===== src/rtl/dmem_access_ctrl_pkg.sv =====
// Shared definitions for the data-memory access sequencer.
// Holds the pipeline stall-bus layout, load/store access type codes,
// the sequencer state encoding and the alignment rule.
package dmem_access_ctrl_pkg;

    // Pipeline stall bus: one bit per stage, [0] PC .. [5] WB.
    localparam int unsigned STALL_W   = 6;
    localparam int unsigned STAGE_MEM = 4;
    localparam logic        STOP      = 1'b1;
    localparam logic        NO_STOP   = 1'b0;

    // Wait counter wide enough for latencies up to 15.
    localparam int unsigned CNT_W = 4;

    // Access type codes.
    localparam logic [2:0] LT_BS = 3'b000;
    localparam logic [2:0] LT_BU = 3'b001;
    localparam logic [2:0] LT_HS = 3'b010;
    localparam logic [2:0] LT_HU = 3'b011;
    localparam logic [2:0] LT_W  = 3'b100;

    typedef enum logic [1:0] {
        ST_IDLE   = 2'd0,
        ST_ACCESS = 2'd1,
        ST_WAIT   = 2'd2,
        ST_DONE   = 2'd3
    } state_e;

    // Halves need an even address, words a multiple of four.
    function automatic logic is_aligned(input logic [2:0] acc_type, input logic [1:0] addr_lo);
        case (acc_type)
            LT_BS, LT_BU: is_aligned = 1'b1;
            LT_HS, LT_HU: is_aligned = ~addr_lo[0];
            default:      is_aligned = (addr_lo == 2'b00);
        endcase
    endfunction

endpackage


===== src/rtl/lsu_lane_align.sv =====
// Byte-lane steering for the data SRAM port.
// Ports:
//   type_i    access type code
//   addr_lo_i low two address bits (lane offset)
//   wdata_i   right-aligned store data
//   rdata_i   raw SRAM word
//   wen_o     byte write mask shifted to the addressed lanes
//   wdata_o   store data replicated across lanes
//   rdata_o   selected byte/half, sign- or zero-extended
module lsu_lane_align
    import dmem_access_ctrl_pkg::*;
(
    input  logic [2:0]  type_i,
    input  logic [1:0]  addr_lo_i,
    input  logic [31:0] wdata_i,
    input  logic [31:0] rdata_i,
    output logic [3:0]  wen_o,
    output logic [31:0] wdata_o,
    output logic [31:0] rdata_o
);

    logic [31:0] rshift_c;

    // Store side: mask and replicate so any lane offset finds its data.
    always_comb begin
        wen_o   = 4'b1111;
        wdata_o = wdata_i;
        case (type_i)
            LT_BS, LT_BU: begin
                wen_o   = 4'b0001 << addr_lo_i;
                wdata_o = {4{wdata_i[7:0]}};
            end
            LT_HS, LT_HU: begin
                wen_o   = 4'b0011 << addr_lo_i;
                wdata_o = {2{wdata_i[15:0]}};
            end
            default: begin
                wen_o   = 4'b1111;
                wdata_o = wdata_i;
            end
        endcase
    end

    // Load side: bring the addressed lane down to bit 0, then extend.
    assign rshift_c = rdata_i >> {addr_lo_i, 3'b000};

    always_comb begin
        rdata_o = rshift_c;
        case (type_i)
            LT_BS:   rdata_o = {{24{rshift_c[7]}}, rshift_c[7:0]};
            LT_BU:   rdata_o = {24'h000000, rshift_c[7:0]};
            LT_HS:   rdata_o = {{16{rshift_c[15]}}, rshift_c[15:0]};
            LT_HU:   rdata_o = {16'h0000, rshift_c[15:0]};
            default: rdata_o = rshift_c;
        endcase
    end

endmodule


===== src/rtl/dmem_access_ctrl.sv =====
// Data SRAM access sequencer shared by EX and MEM.
// Accepts one load/store, presents it to the SRAM for one cycle, counts the
// fixed read latency while requesting a MEM stall, then holds the extended
// load result until MEM advances.
// Ports:
//   clk, rst                  clock, synchronous active-high reset
//   stall[5:0]                pipeline stall bus (bit 4 = MEM)
//   req_en/we/type/addr/wdata request from EX
//   data_sram_*               SRAM port (decoded from state + request regs)
//   stallreq_mem              hold request to stall controller
//   load_data, load_valid     extended load result for MEM
//   misalign                  pulse when a misaligned request is dropped
module dmem_access_ctrl
    import dmem_access_ctrl_pkg::*;
#(
    parameter int unsigned WAIT_CYCLES = 2
)(
    input  logic        clk,
    input  logic        rst,
    input  logic [5:0]  stall,
    input  logic        req_en,
    input  logic        req_we,
    input  logic [2:0]  req_type,
    input  logic [31:0] req_addr,
    input  logic [31:0] req_wdata,
    output logic        data_sram_en,
    output logic [3:0]  data_sram_wen,
    output logic [31:0] data_sram_addr,
    output logic [31:0] data_sram_wdata,
    input  logic [31:0] data_sram_rdata,
    output logic        stallreq_mem,
    output logic [31:0] load_data,
    output logic        load_valid,
    output logic        misalign
);

    state_e           state_q, state_d;
    logic [CNT_W-1:0] cnt_q, cnt_d;
    logic [31:0]      addr_q, addr_d;
    logic [31:0]      wdata_q, wdata_d;
    logic [2:0]       type_q, type_d;
    logic             we_q, we_d;
    logic [31:0]      load_data_q, load_data_d;
    logic             load_valid_q, load_valid_d;
    logic             stallreq_q, stallreq_d;
    logic             misalign_q, misalign_d;

    logic             aligned_c;
    logic             accept_c;
    logic             access_c;
    logic [3:0]       lane_wen_c;
    logic [31:0]      lane_wdata_c;
    logic [31:0]      lane_rdata_c;
    logic             unused_stall_c;

    // Only the MEM bit of the stall bus steers this block.
    assign unused_stall_c = ^{stall[5], stall[3:0]};

    assign aligned_c = is_aligned(req_type, req_addr[1:0]);

    lsu_lane_align u_lane (
        .type_i    (type_q),
        .addr_lo_i (addr_q[1:0]),
        .wdata_i   (wdata_q),
        .rdata_i   (data_sram_rdata),
        .wen_o     (lane_wen_c),
        .wdata_o   (lane_wdata_c),
        .rdata_o   (lane_rdata_c)
    );

    // State, counter, request capture and registered outputs.
    always_ff @(posedge clk) begin
        if (rst) begin
            state_q      <= ST_IDLE;
            cnt_q        <= '0;
            addr_q       <= '0;
            wdata_q      <= '0;
            type_q       <= '0;
            we_q         <= 1'b0;
            load_data_q  <= '0;
            load_valid_q <= 1'b0;
            stallreq_q   <= 1'b0;
            misalign_q   <= 1'b0;
        end else begin
            state_q      <= state_d;
            cnt_q        <= cnt_d;
            addr_q       <= addr_d;
            wdata_q      <= wdata_d;
            type_q       <= type_d;
            we_q         <= we_d;
            load_data_q  <= load_data_d;
            load_valid_q <= load_valid_d;
            stallreq_q   <= stallreq_d;
            misalign_q   <= misalign_d;
        end
    end

    // Next-state and next-output decode.
    always_comb begin
        state_d      = state_q;
        cnt_d        = cnt_q;
        addr_d       = addr_q;
        wdata_d      = wdata_q;
        type_d       = type_q;
        we_d         = we_q;
        load_data_d  = load_data_q;
        load_valid_d = 1'b0;
        stallreq_d   = 1'b0;
        misalign_d   = 1'b0;
        accept_c     = 1'b0;

        case (state_q)
            ST_IDLE: begin
                if (req_en) begin
                    accept_c   = aligned_c;
                    misalign_d = ~aligned_c;
                end
            end
            ST_ACCESS: begin
                if (we_q) begin
                    state_d = ST_IDLE;
                end else if (WAIT_CYCLES <= 1) begin
                    state_d      = ST_DONE;
                    load_data_d  = lane_rdata_c;
                    load_valid_d = 1'b1;
                end else begin
                    state_d    = ST_WAIT;
                    cnt_d      = CNT_W'(WAIT_CYCLES - 1);
                    stallreq_d = 1'b1;
                end
            end
            ST_WAIT: begin
                cnt_d = cnt_q - CNT_W'(1);
                // Counter about to hit zero: rdata is valid this cycle.
                if (cnt_q == CNT_W'(1)) begin
                    state_d      = ST_DONE;
                    load_data_d  = lane_rdata_c;
                    load_valid_d = 1'b1;
                end else begin
                    stallreq_d = 1'b1;
                end
            end
            ST_DONE: begin
                if (stall[STAGE_MEM] == NO_STOP) begin
                    state_d = ST_IDLE;
                    if (req_en) begin
                        accept_c   = aligned_c;
                        misalign_d = ~aligned_c;
                    end
                end else begin
                    load_valid_d = 1'b1;
                end
            end
            default: state_d = ST_IDLE;
        endcase

        // A new request goes straight to ACCESS; loads stall from that cycle.
        if (accept_c) begin
            state_d    = ST_ACCESS;
            addr_d     = req_addr;
            wdata_d    = req_wdata;
            type_d     = req_type;
            we_d       = req_we;
            stallreq_d = ~req_we;
        end
    end

    // SRAM port is only non-zero during ACCESS.
    assign access_c        = (state_q == ST_ACCESS);
    assign data_sram_en    = access_c;
    assign data_sram_wen   = (access_c && we_q) ? lane_wen_c : 4'b0000;
    assign data_sram_addr  = access_c ? {addr_q[31:2], 2'b00} : 32'h0000_0000;
    assign data_sram_wdata = (access_c && we_q) ? lane_wdata_c : 32'h0000_0000;

    assign stallreq_mem = stallreq_q;
    assign load_data    = load_data_q;
    assign load_valid   = load_valid_q;
    assign misalign     = misalign_q;

endmodule


===== config.mk =====
export PLATFORM = sky130hd
export DESIGN_NAME = dmem_access_ctrl
export DESIGN_NICKNAME = d
export VERILOG_FILES = /design/src/rtl/dmem_access_ctrl_pkg.sv /design/src/rtl/lsu_lane_align.sv /design/src/rtl/dmem_access_ctrl.sv
export SDC_FILE = /design/constraint.sdc
export NUM_CORES = 1
export LEC_CHECK = 0
export BUFFER_PORTS_ARGS = -buffer_cell sky130_fd_sc_hd__buf_2
export CAP_MARGIN = 15
export CORE_ASPECT_RATIO = 1.5
export CORE_MARGIN = 1
export CORE_UTILIZATION = 49
export CTS_CLUSTER_SIZE = 24
export DETAILED_ROUTE_END_ITERATION = 10
export PLACE_DENSITY = 0.81
export SYNTH_ARGS = -nofsm -noshare
export SYNTH_HDL_FRONTEND = slang
export SYNTH_SLANG_ARGS = --single-unit

===== constraint.sdc =====
create_clock -name clk -period 2.2 [get_ports clk]
set_clock_uncertainty 0.15 [all_clocks]
set_input_delay 0 -clock clk [delete_from_list [all_inputs] [get_ports clk]]
set_output_delay 0 -clock clk [all_outputs]
set_load 0.05 [all_outputs]

Word-level counts from Yosys, hierarchy flattened
Index checks and enable logic that the tools add are counted.
Storage, ports and cells
  flip-flop bits (word level): 109
  bits in latches: 0
  bits in writable memories: 0
  ROM bits: 0
  input bits: 109
  output and inout port bits: 104
  logic and storage cells: 77
  memories kept: 0
Cells by class
  add/sub/neg operators: 1
  multipliers: 0
  div/mod/pow operators: 0
  order comparisons: 0
  eq/ne operators: 15
  shifts and indexed selects: 3
  multiplexer cells: 27
  bitwise operators: 3
  reduce and logical (&&, ||, !) cells: 17
Operator list (number)
  $pmux 32 s4: 1
  $mux 32: 2
  $pmux 32 s2: 1
  $shr 32x5->32: 1
  $pmux 4 s2: 2
  $eq 3x2->1 const B: 4
  $mux 1: 10
  $pmux 1 s2: 5
  $reduce_or 2->1: 5
  $mux 4: 2
  $eq 3x1->1 const B: 2
  $logic_not 3->1: 2
  $mux 2: 3
  $ne 2x2->1 const B: 3
  $ne 3x3->1 const B: 2
  $pmux 2 s3: 1
  $reduce_and 3->1: 2
  $eq 2x2->1 const B: 2
  $eq 4x1->1 const B: 1
  $logic_not 2->1: 2
  $reduce_and 2->1: 2
  $reduce_bool 4->1: 1
  $shl 1x2->4 const A: 1
  $shl 2x2->4 const A: 1
  other kinds (6): 8

Logic depth before layout (Yosys ltp)
Gate-level depths: netlist of run 1.
  depth in word-level cells: 8
  depth in mapped cells: 9
  mapped depth without buffers: 6

By module
A second synthesis of run 1 with hierarchy kept.
Second synthesis, totals
  cells, all modules: 779
  area, all modules: 6268.5 um^2
Modules (own cells, without submodules)
  dmem_access_ctrl: instances 1, cells an instance 595, area each 4953.5 um^2, seq. area each 2182.1 um^2
  lsu_lane_align: instances 1, cells an instance 184, area each 1315.0 um^2, seq. area each 0.0 um^2

Least setup slack after synthesis of run 1
Ideal clock, no wire load.
  path kind: register to output
  start point: register state_q[1]
  end point: output data_sram_wdata[21]
  arrival time: 2247 ps
  required time: 2050 ps
  setup slack: -197 ps
  cell stages (with the launch flop): 7
  path buffers: 2
  cells stage by stage: dfxtp_1 inv_1 ha_1 nand2_1 clkbuf_1 buf_1 nor2_1
On the way
  cells in the longest elaborated chain, start to end: 3
Ends and longest elaborated chain
  start: declaration: RTL line dmem_access_ctrl.sv:37  | state_e state_q, state_d;
  start signal: assignment: RTL line dmem_access_ctrl.sv:85  | state_q <= state_d;
  $eq 2x1->1: RTL line dmem_access_ctrl.sv:169  | assign access_c = (state_q == ST_ACCESS);
  via data_sram_en: RTL line dmem_access_ctrl.sv:26  | output logic data_sram_en,
  $logic_and 1x1->1: RTL line dmem_access_ctrl.sv:173  | assign data_sram_wdata = (access_c && we_q) ? lane_wdata_c : 32'h0000_0000;
  $mux 32: RTL line dmem_access_ctrl.sv:173
  end: declaration: RTL line dmem_access_ctrl.sv:29  | output logic [31:0] data_sram_wdata,
The timed path passes the listed nets, and every way through them passes these cells.

Worst setup path after layout of run 1
  start point: register state_q[0]
  end point: register addr_q[3]
On the way
  cells in the longest elaborated chain, start to end: 2
  elaborated cells between the ends (all ways): 3
  classes of those cells: eq/ne: 1; mux: 1; reduce/logical: 1
Ends and longest elaborated chain
  $eq 2x2->1 / $logic_not 2->1 (equally long branches): RTL line dmem_access_ctrl.sv:112  | case (state_q)
  $pmux 1 s2 (*): RTL line dmem_access_ctrl.sv:112
  end signal: assignment: RTL line dmem_access_ctrl.sv:87  | addr_q <= addr_d;
  end: declaration: RTL line dmem_access_ctrl.sv:39  | logic [31:0] addr_q, addr_d;
Every way passes the cells marked *; elsewhere a longest branch is shown, timed or not.
A chain may end at the register's enable or synchronous reset.

==> key figures, run 1 <==
Clock tree
  – CTS clk-pin slew, worst paths: 70 ps
  – Clk_lat worst skew: 350 ps
  – Clock root buffer: clkbuf_16
  – CTS H-tree depth: 3
  – TritonCTS sink count: 109
  – CTS tree: built
  – Num CTS Buffers: 9
  – CTS Buffer Depth: 2

Yosys
  – Avg Cell Area, Syn: 7.68 sq um
  – Post-Syn Instances: 697
  – EDFF count, synth: 0
  – Register area share after synthesis: 40.8%
  – Area of the mapped netlist: 5350 sq um
  – Post-synth top flop: dfxtp_1
  – Yosys warning count: 0
  – Fraction of registers with async set/reset: 0%
  – Post-synth cell types: 46
  – Synth Register Bits: 109

Route
  – Drt wl/cell: 16.3 um
  – Via count: 6005
  – Overall routed net length: 18400 um
  – First DRT Iteration DRCs: 336
  – Post-DR vias/cell: 5.33
  – ANT nets after route: 0
  – # DRC: 0
  – DRT Pass-1 Iters: 5

Global routing
  – Met3 GRT Util: 8.16%
  – Grt met1 use: 35.8%
  – First-pass GRT wire length: 28800 um
  – Largest net degree at the start of global routing: 47
  – Met2 usage: 58.3%
  – GR peak layer: met2
  – Number of global-route vias before repair: 5887
  – Total global-route track usage: 32.9%
  – Antenna violations before repair: 0
  – Overflow after GRT: 0

Worst setup path
  – Setup CP Type: reg -> reg
  – Startpoint Class: flop
  – CP required: 2320 ps
  – Crit end category: flop
  – Reg2Reg Setup Slack: 90 ps
  – Crit Path Max Fanout: 46
  – Worst Path Arrival: 2230 ps

Die
  – Core ar.: 10600 sq um
  – Die area: 11300 sq um
  – Initial cell density of the core: 50.5%
  – Die Width: 87.3 um
  – I/O pins: 213
  – Standard-cell rows: 46
  – Die height: 130 um

Place
  – Placed cell area: 6500 sq um
  – GP Congestion: 0.894
  – HPWL after DPL: 11300 um
  – # port buffers: 205

Timing
  – Post-route minimum period: 2110 ps
  – Worst-Margin Slew: 531 ps
  – Final setup TNS: 0 ps
  – Max-slew headroom: 64.5%
  – Final hold vios: 0
  – Period utilisation layout: 95.8%
  – Pins Over Slew Limit: 0
  – RSZ-0062 raised after global routing: false
  – # setup viols final: 0
  – F_max: 475 MHz

Power
  – Max VDD drop: 0.670 mV
  – Power per cell area: 803 nW/um^2
  – P_leak: 3.30 nW

Finish
  – Reg area: 2190 sq um
  – Net count, final: 1093
  – Area grow syn2layout: 45.6%
  – Area occupied by multi-input gates: 2880 sq um
  – Share of cells above drive strength 1: 28.1%
  – Design area: 7790 sq um
  – # fillers: 825
  – N_diodes: 0

Run status
  – Status: complete, no violations

Flow run
  – Max-Cap Viols: 0

Min path
  – Worst Hold Class: in -> reg
## report_power, final
part | total [W] | switching (W) | internal, W
clock network | 0.00156 | 0.000754 | 0.000803
registers | 0.00245 | 0.000206 | 0.00224
logic | 0.00225 | 0.00138 | 0.000868
## per-stage QoR
| step | utilization [%] | hold slack (ps) | cells | total power, W | setup slack (ps) |
|---|---|---|---|---|---|
| floorplan | - | -14.0 | 698 | 0.00394 | -197 |
| global placement | 61.4 | 90.7 | 1013 | 0.00446 | 214 |
| detailed placement | 61.4 | 95.3 | 1013 | 0.00452 | 122 |
| CTS | 73.3 | 3.08 | 1127 | 0.00621 | 26.8 |
| global route | 73.5 | 25.2 | 1127 | 0.00660 | 36.4 |
| finish | 73.5 | 8.18 | 1127 | 0.00626 | 92.9 |
## worst paths after layout
kind / cells after the start / from / endpoint
setup / recovery: 7 / state_q[0] / addr_q[3]
hold / removal: 5 / data_sram_rdata[13] / load_data[5]
setup reg to reg: 7 / state_q[0] / addr_q[3]
hold reg to reg: 2 / addr_q[12] / addr_q[12]
## sequential cells by signal, summed over array words and instances, names as in the netlist
register and cells:
state_q 2, stallreq_mem 1, cnt_q 4, addr_q 32
load_data 32, type_q 3, misalign 1, wdata_q 32
load_valid 1, we_q 1
## critical path, cell delays in order, from the launching register on
cell	delay (ps)
dfxtp_1	410
inv_1	90
ha_1	330
nor2b_2	210
o2111a_2	290
buf_12	230
nand2_1	110
a21oi_1	180
## logic make-up after synthesis
group,after synthesis,share of synthesized area [%]
AND/OR/NAND/NOR,303,24.3
AO/OA/AOI/OAI,169,18.7
flip-flops,109,40.8
buffers and inverters,66,6.10
multiplexers,42,8.47
adder cells (fa/ha/maj),6,1.40
other,1,0.0701
XOR/XNOR,1,0.164
## placed cells by master (no fill, tap or decap), drive strengths merged, types with 2 or more instances in the layout
cell,instances
and2,30
mux2i,25
clkbuf,11
dfxtp,109
and3,9
o211ai,7
a211oi,18
nor2b,5
ha,6
nor2,56
clkinv,3
inv,10
a21oi,115
nor3,3
conb,2
nand2,191
o22ai,2
o21ai,12
mux2,16
buf,228
a22o,8
or2,2
dlygate4sd3,98
## metal layers
| layer | routed length, um | vias up |
|---|---|---|
| met5 | 0 | - |
| met4 | 690 | 0 |
| met3 | 1280 | 53 |
| met2 | 9680 | 291 |
| met1 | 6750 | 2773 |
| li1 | - | 2888 |
## cell type report
| type | instances | share of cell area (%) |
|---|---|---|
| multi-input cells | 523 | 36.9 |
| inverters | 9 | 0.434 |
| clock buffers | 11 | 3.12 |
| clock inverters | 5 | 0.450 |
| repair buffers | 326 | 28.7 |
| flip-flops and latches | 109 | 28.1 |
| well taps | 144 | 2.31 |
## synthesized netlist by cell type (all sizes together), types with 6 or more instances
master | count | share of area [%]
nand2 | 191 | 13
a21oi | 115 | 11
dfxtp | 109 | 41
nor2 | 56 | 4.1
buf | 33 | 3.8
and2 | 30 | 3.5
mux2i | 25 | 4.7
clkbuf | 24 | 1.7
a211oi | 18 | 2.6
mux2 | 16 | 3.4
o21ai | 12 | 1.1
and3 | 9 | 1.1
inv | 9 | 0.63
a22o | 8 | 1.3
o211ai | 7 | 0.98
ha | 6 | 1.4
## timing repair
item,in CTS,in global routing
resized for setup,0,8
endpoints found under the setup margin,0,20
hold buffers,98,0
hold endpoints to repair,102,0
buffers inserted,0,0
No activity file was read; power rests on OpenSTA's default activity.
==> run 2: changes to the inputs <==
MAX_ROUTING_LAYER = met4   (was unset)
==> key figures, run 2 (same netlist as run 1, synthesis figures left out) <==
Worst setup path
  – Crit end category: flop
  – Crit Path Max Fanout: 16 (-65%)
  – Worst Path Arrival: 2160 ps (-70 ps)
  – Worst r2r src: addr_q[1]
  – Reg2Reg Setup Slack: 130 ps (+30 ps)
  – Crit path cell chain: buf_6 > mux2i_1 > o21ai_0 > dlygate4sd3_1 > a22o_1
  – Startpoint Class: flop
  – CP required: 2290 ps (-30 ps)
  – CP peak stage delay: 590 ps (+180 ps)
  – Setup CP Type: reg -> reg
  – Worst path slowest cell: dlygate4sd3_1
  – CP startpoint: addr_q[1]

Power
  – Total power: 0.00625 W (about the same)
  – P_leak: 3.30 nW (about the same)
  – Max VDD drop: 0.671 mV (+0.12%)
  – Power per cell area: 804 nW/um^2 (about the same)

Route
  – Drt wl/cell: 16.3 um (+0.11%)
  – ANT nets after route: 0 (unchanged)
  – Overall routed net length: 18400 um (+0.11%)
  – Via count: 6023 (+0.30%)
  – DRT Pass-1 Iters: 5 (unchanged)
  – # DRC: 0 (unchanged)
  – Post-DR vias/cell: 5.34 (+0.30%)
  – First DRT Iteration DRCs: 369 (+9.8%)

Timing
  – Max-slew headroom: 64.1% (-0.44 points)
  – RSZ-0062 raised after global routing: false
  – # setup viols final: 0 (unchanged)
  – Worst-Margin Slew: 537 ps (+6.53 ps)
  – Pins Over Slew Limit: 0 (unchanged)
  – Period utilisation layout: 94.3% (-1.5 points)
  – F_max: 482 MHz (+1.6%)
  – Final hold vios: 0 (unchanged)
  – Post-route minimum period: 2070 ps (-32.3 ps)

Die
  – Die Width: 87.3 um (unchanged)
  – Core ar.: 10600 sq um (unchanged)
  – Die height: 130 um (unchanged)
  – Initial cell density of the core: 50.5% (unchanged)
  – I/O pins: 213 (unchanged)
  – Standard-cell rows: 46 (unchanged)
  – Die area: 11300 sq um (unchanged)

Clock tree
  – Clk_lat worst skew: 350 ps (about the same)
  – TritonCTS sink count: 109 (unchanged)
  – Num CTS Buffers: 9 (unchanged)
  – CTS tree: built
  – CTS H-tree depth: 3 (unchanged)
  – CTS Buffer Depth: 2 (unchanged)
  – Clock root buffer: clkbuf_16
  – CTS clk-pin slew, worst paths: 70 ps (about the same)

Global routing
  – Largest net degree at the start of global routing: 47 (unchanged)
  – Overflow after GRT: 0 (unchanged)
  – Total global-route track usage: 33.9% (+1.0 points)
  – Antenna violations before repair: 0 (unchanged)
  – Number of global-route vias before repair: 5898 (+0.19%)
  – First-pass GRT wire length: 28800 um (about the same)

Finish
  – Area grow syn2layout: 45.4%
  – Final Non-Filler Cells: 1127 (unchanged)
  – Share of cells above drive strength 1: 28.1% (unchanged)
  – Net count, final: 1093 (unchanged)
  – Most frequent cells in the layout: 204 x buf_2, 191 x nand2_1, 113 x a21oi_1
  – Final Core Density: 73.5% (-0.083 points)
  – N_diodes: 0 (unchanged)
  – Commonest non-fill, non-tap cell in the layout: buf_2

Flow run
  – Max-Cap Viols: 0 (unchanged)

Min path
  – Worst Hold Class: in -> reg
  – Hold Crit Start: data_sram_rdata[13]

Place
  – GP Congestion: 0.909 (+1.7%)
  – HPWL after DPL: 11300 um (unchanged)
  – Dpl cells: 1013 (unchanged)
  – # port buffers: 205 (unchanged)

Run status
  – Status: complete, no violations
==> run 2: layer usage <==
metal	vias up	routed length, um	GRT usage [%]
li1	2887	-	-
met1	2809	6910	36.2
met2	275	9640	58.4
met3	52	1200	7.40
met4	0	676	17.2
met5	-	0	-
==> run 2: layout make-up <==
| type | count | area [sq um] |
|---|---|---|
| multi-input cells | 523 | 2870 |
| fillers | 828 | 2810 |
| repair buffers | 326 | 2240 |
| flip-flops and latches | 109 | 2190 |
| clock buffers | 11 | 243 |
| well taps | 144 | 180 |
| clock inverters | 5 | 35.0 |
| inverters | 9 | 33.8 |
==> run 2: repair_timing <==
item	in CTS	in global routing
buffers inserted	0	0
endpoints found under the setup margin	0	23
hold buffers	98	0
hold endpoints to repair	102	0
resized for setup	0	7
==> run 2: power by group <==
part           leakage [nW]  internal (W)  switching (W)
logic                  2.27      0.000866        0.00138
registers             0.886       0.00224       0.000206
clock network         0.136      0.000803       0.000754
total                  3.30       0.00391        0.00234
==> run 2: path summary, 6_finish.rpt <==
path | end | depth (start not counted)
worst max-delay path | load_data[9] | 5
worst min-delay path | load_data[5] | 5
worst max register to register | load_data[9] | 5
worst min register to register | addr_q[12] | 2
==> run 2: worst max-delay path, delay by kind of cell, from the launching register on <==
| family | cells | cell delay [ps] |
|---|---|---|
| mux | 1 | 290 |
| flops | 1 | 400 |
| buf+inv | 2 | 820 |
| compound gates | 2 | 300 |
==> run 2: metrics by stage <==
stage | hold WS, ps | TNS (ps) | worst slack [ps] | area [sq um]
6_report | 4.05 | 0 | 125 | 7780
5_1_grt | 25.2 | 0 | 33.6 | 7780
4_1_cts | 3.08 | 0 | 26.8 | 7760
3_5_place_dp | 95.3 | 0 | 122 | 6500
3_3_place_gp | 90.7 | 0 | 214 | 6500
2_1_floorplan | -14.0 | -2690 | -197 | 5350
==> run 3: changes to the inputs <==
CORE_UTILIZATION = 50   (was 49)
CTS_BUF_LIST = sky130_fd_sc_hd__clkbuf_8   (was unset)
PLACE_DENSITY = 0.82   (was 0.81)
==> key figures, run 3 (same netlist as run 1, synthesis figures left out) <==
Min path
  – Hold Crit Start: data_sram_rdata[23]
  – Worst Hold Class: in -> reg

Route
  – DRT Pass-1 Iters: 5 (unchanged)
  – # DRC: 0 (unchanged)
  – Post-DR vias/cell: 5.40 (+1.0%)
  – First DRT Iteration DRCs: 271 (-27%)
  – ANT nets after route: 0 (unchanged)
  – Drt wl/cell: 16.3 um (-0.19%)
  – Overall routed net length: 18500 um (+0.25%)
  – Via count: 6113 (+1.5%)

Global routing
  – Antenna violations before repair: 2 (+2)
  – Overflow after GRT: 0 (unchanged)
  – Largest net degree at the start of global routing: 43 (-8.5%)
  – First-pass GRT wire length: 29000 um (+0.67%)
  – Number of global-route vias before repair: 5925 (+0.46%)
  – Total global-route track usage: 34.7% (+0.79 points)

Power
  – Seq pwr share: 40.5% (+1.4 points)
  – Max VDD drop: 0.546 mV (-19%)
  – P_leak: 3.31 nW (+0.37%)
  – Power Internal: 0.00375 W (-3.9%)
  – Combinational share of power: 37.6% (+1.6 points)
  – Clk pwr share: 21.9% (-3.0 points)
  – Power per cell area: 772 nW/um^2 (-3.9%)
  – Psw: 0.00225 W (-4.2%)
  – Sw Share: 37.4% (-0.072 points)

Worst setup path
  – Startpoint Class: flop
  – Worst setup endpoint: load_valid
  – Crit path cell chain: inv_1 > ha_1 > nand4bb_1 > buf_4 > a21oi_1 > dlygate4sd3_1
  – Worst r2r src: state_q[0]
  – FF-to-FF path depth: 6 (+1)
  – Crit Path Max Fanout: 10 (-6)
  – Worst Path Arrival: 2190 ps (+30 ps)
  – R2R Path End: load_valid
  – Reg2Reg Setup Slack: 120 ps (about the same)
  – Crit end category: flop
  – CP peak stage delay: 580 ps (about the same)
  – Worst path slowest cell: dlygate4sd3_1
  – Setup CP Type: reg -> reg
  – CP required: 2310 ps (+20 ps)
  – CP startpoint: state_q[0]

Die
  – Initial cell density of the core: 52.2% (+1.7 points)
  – Die area: 11100 sq um (-2.0%)
  – Standard-cell rows: 45 (-2.2%)
  – I/O pins: 213 (unchanged)
  – Die height: 129 um (-0.99%)
  – Core ar.: 10200 sq um (-3.2%)
  – Die Width: 86.5 um (-0.98%)

Timing
  – Final WS setup: 115 ps (-10.0 ps)
  – Worst-Margin Slew: 606 ps (+68.4 ps)
  – Max-slew headroom: 59.5% (-4.6 points)
  – # setup viols final: 0 (unchanged)
  – F_max: 480 MHz (-0.48%)
  – Final setup TNS: 0 ps (unchanged)
  – Period utilisation layout: 94.8% (+0.45 points)
  – Pins Over Slew Limit: 0 (unchanged)
  – Post-route minimum period: 2080 ps (+10.0 ps)
  – Final hold vios: 0 (unchanged)
  – RSZ-0062 raised after global routing: false

Finish
  – Commonest non-fill, non-tap cell in the layout: buf_2
  – Area grow syn2layout: 45.3%
  – Reg area: 2180 sq um (about the same)
  – Design area: 7770 sq um (-0.11%)
  – Share of cells above drive strength 1: 27.7% (-0.37 points)
  – Net count, final: 1100 (+0.64%)
  – Area occupied by multi-input gates: 2860 sq um (-0.13%)
  – Most frequent cells in the layout: 203 x buf_2, 191 x nand2_1, 113 x a21oi_1
  – Final Non-Filler Cells: 1132 (+0.44%)
  – # fillers: 775 (-6.4%)

Clock tree
  – CTS tree: built
  – CTS clk-pin slew, worst paths: 100 ps (+30 ps)
  – CTS H-tree depth: 3 (unchanged)
  – Clk_lat worst skew: 370 ps (+20 ps)
  – CTS Buffer Depth: 2 (unchanged)
  – TritonCTS sink count: 109 (unchanged)
  – Setup bufs post-CTS: 0 (unchanged)
  – Num CTS Buffers: 9 (unchanged)
  – Clock root buffer: clkbuf_8

Flow run
  – Max-Cap Viols: 0 (unchanged)

Place
  – # port buffers: 205 (unchanged)
  – HPWL after DPL: 11100 um (-1.4%)
  – Dpl ws: 196 ps (+74.0 ps)
  – Dpl cells: 1012 (-0.099%)
  – GP Congestion: 0.936 (+2.9%)
  – Placed cell area: 6500 sq um (about the same)

Run status
  – Status: complete, no violations
[run 3: how the worst min path moves through the flow]
stage | end | slack [ps] | cells after the start
floorplan | addr_q[10] | -10 | 2
global placement | addr_q[11] | 90 | 3
detailed placement | wdata_q[25] | 100 | 3
CTS | load_data[23] | 5 | 4
global route | load_data[23] | 40 | 4
finish | load_data[23] | 30 | 4
[run 3: worst max-delay path, delay by kind of cell, from the launching register on]
| family | cells | cell delay, ps |
|---|---|---|
| adders and majority gates | 1 | 220 |
| DFF | 1 | 400 |
| and+or+nand+nor | 1 | 240 |
| AOI/OAI and AO/OA | 1 | 80 |
| buffers and inverters | 3 | 890 |
[run 3: final cells by class]
cell class | instances | area share, %
diodes | 2 | 0.0644
well taps | 141 | 2.27
flip-flops and latches | 109 | 28.1
clock inverters | 5 | 0.982
clock buffers | 10 | 1.77
inverters | 9 | 0.435
repair buffers | 333 | 29.5
multi-input cells | 523 | 36.8
[run 3: repair_timing]
item,4_1_cts,5_1_grt
gates resized for setup,0,6
hold buffers,103,0
hold endpoints to repair,101,0
endpoints found under the setup margin,0,12
[run 3: through the flow]
stage | util [%] | hold slack, ps | power (W)
global route | 75.8 | 41.5 | 0.00633
floorplan | - | -14.0 | 0.00394
finish | 75.8 | 25.2 | 0.00600
detailed placement | 63.5 | 95.8 | 0.00450
global placement | 63.5 | 91.2 | 0.00445
CTS | 75.6 | 5.44 | 0.00596
[run 3: routing by layer]
layer / global-route usage [%] / up-vias / wire length [um] / part of all wire [%]
met5: - / - / 0 / 0
met4: 18.6 / 0 / 841 / 4.6
met3: 6.93 / 73 / 1410 / 7.6
met2: 58.7 / 364 / 9510 / 51
met1: 38.0 / 2778 / 6710 / 36
li1: - / 2898 / - / -
[run 3: power groups by stage]
stage	clock network, W	registers, W	logic, W
after detailed placement	0	0.00246	0.00204
after floorplan	0	0.00261	0.00134
after CTS	0.00135	0.00242	0.00219
after global routing	0.00142	0.00246	0.00245
final	0.00132	0.00243	0.00226
after global placement	0	0.00245	0.00200
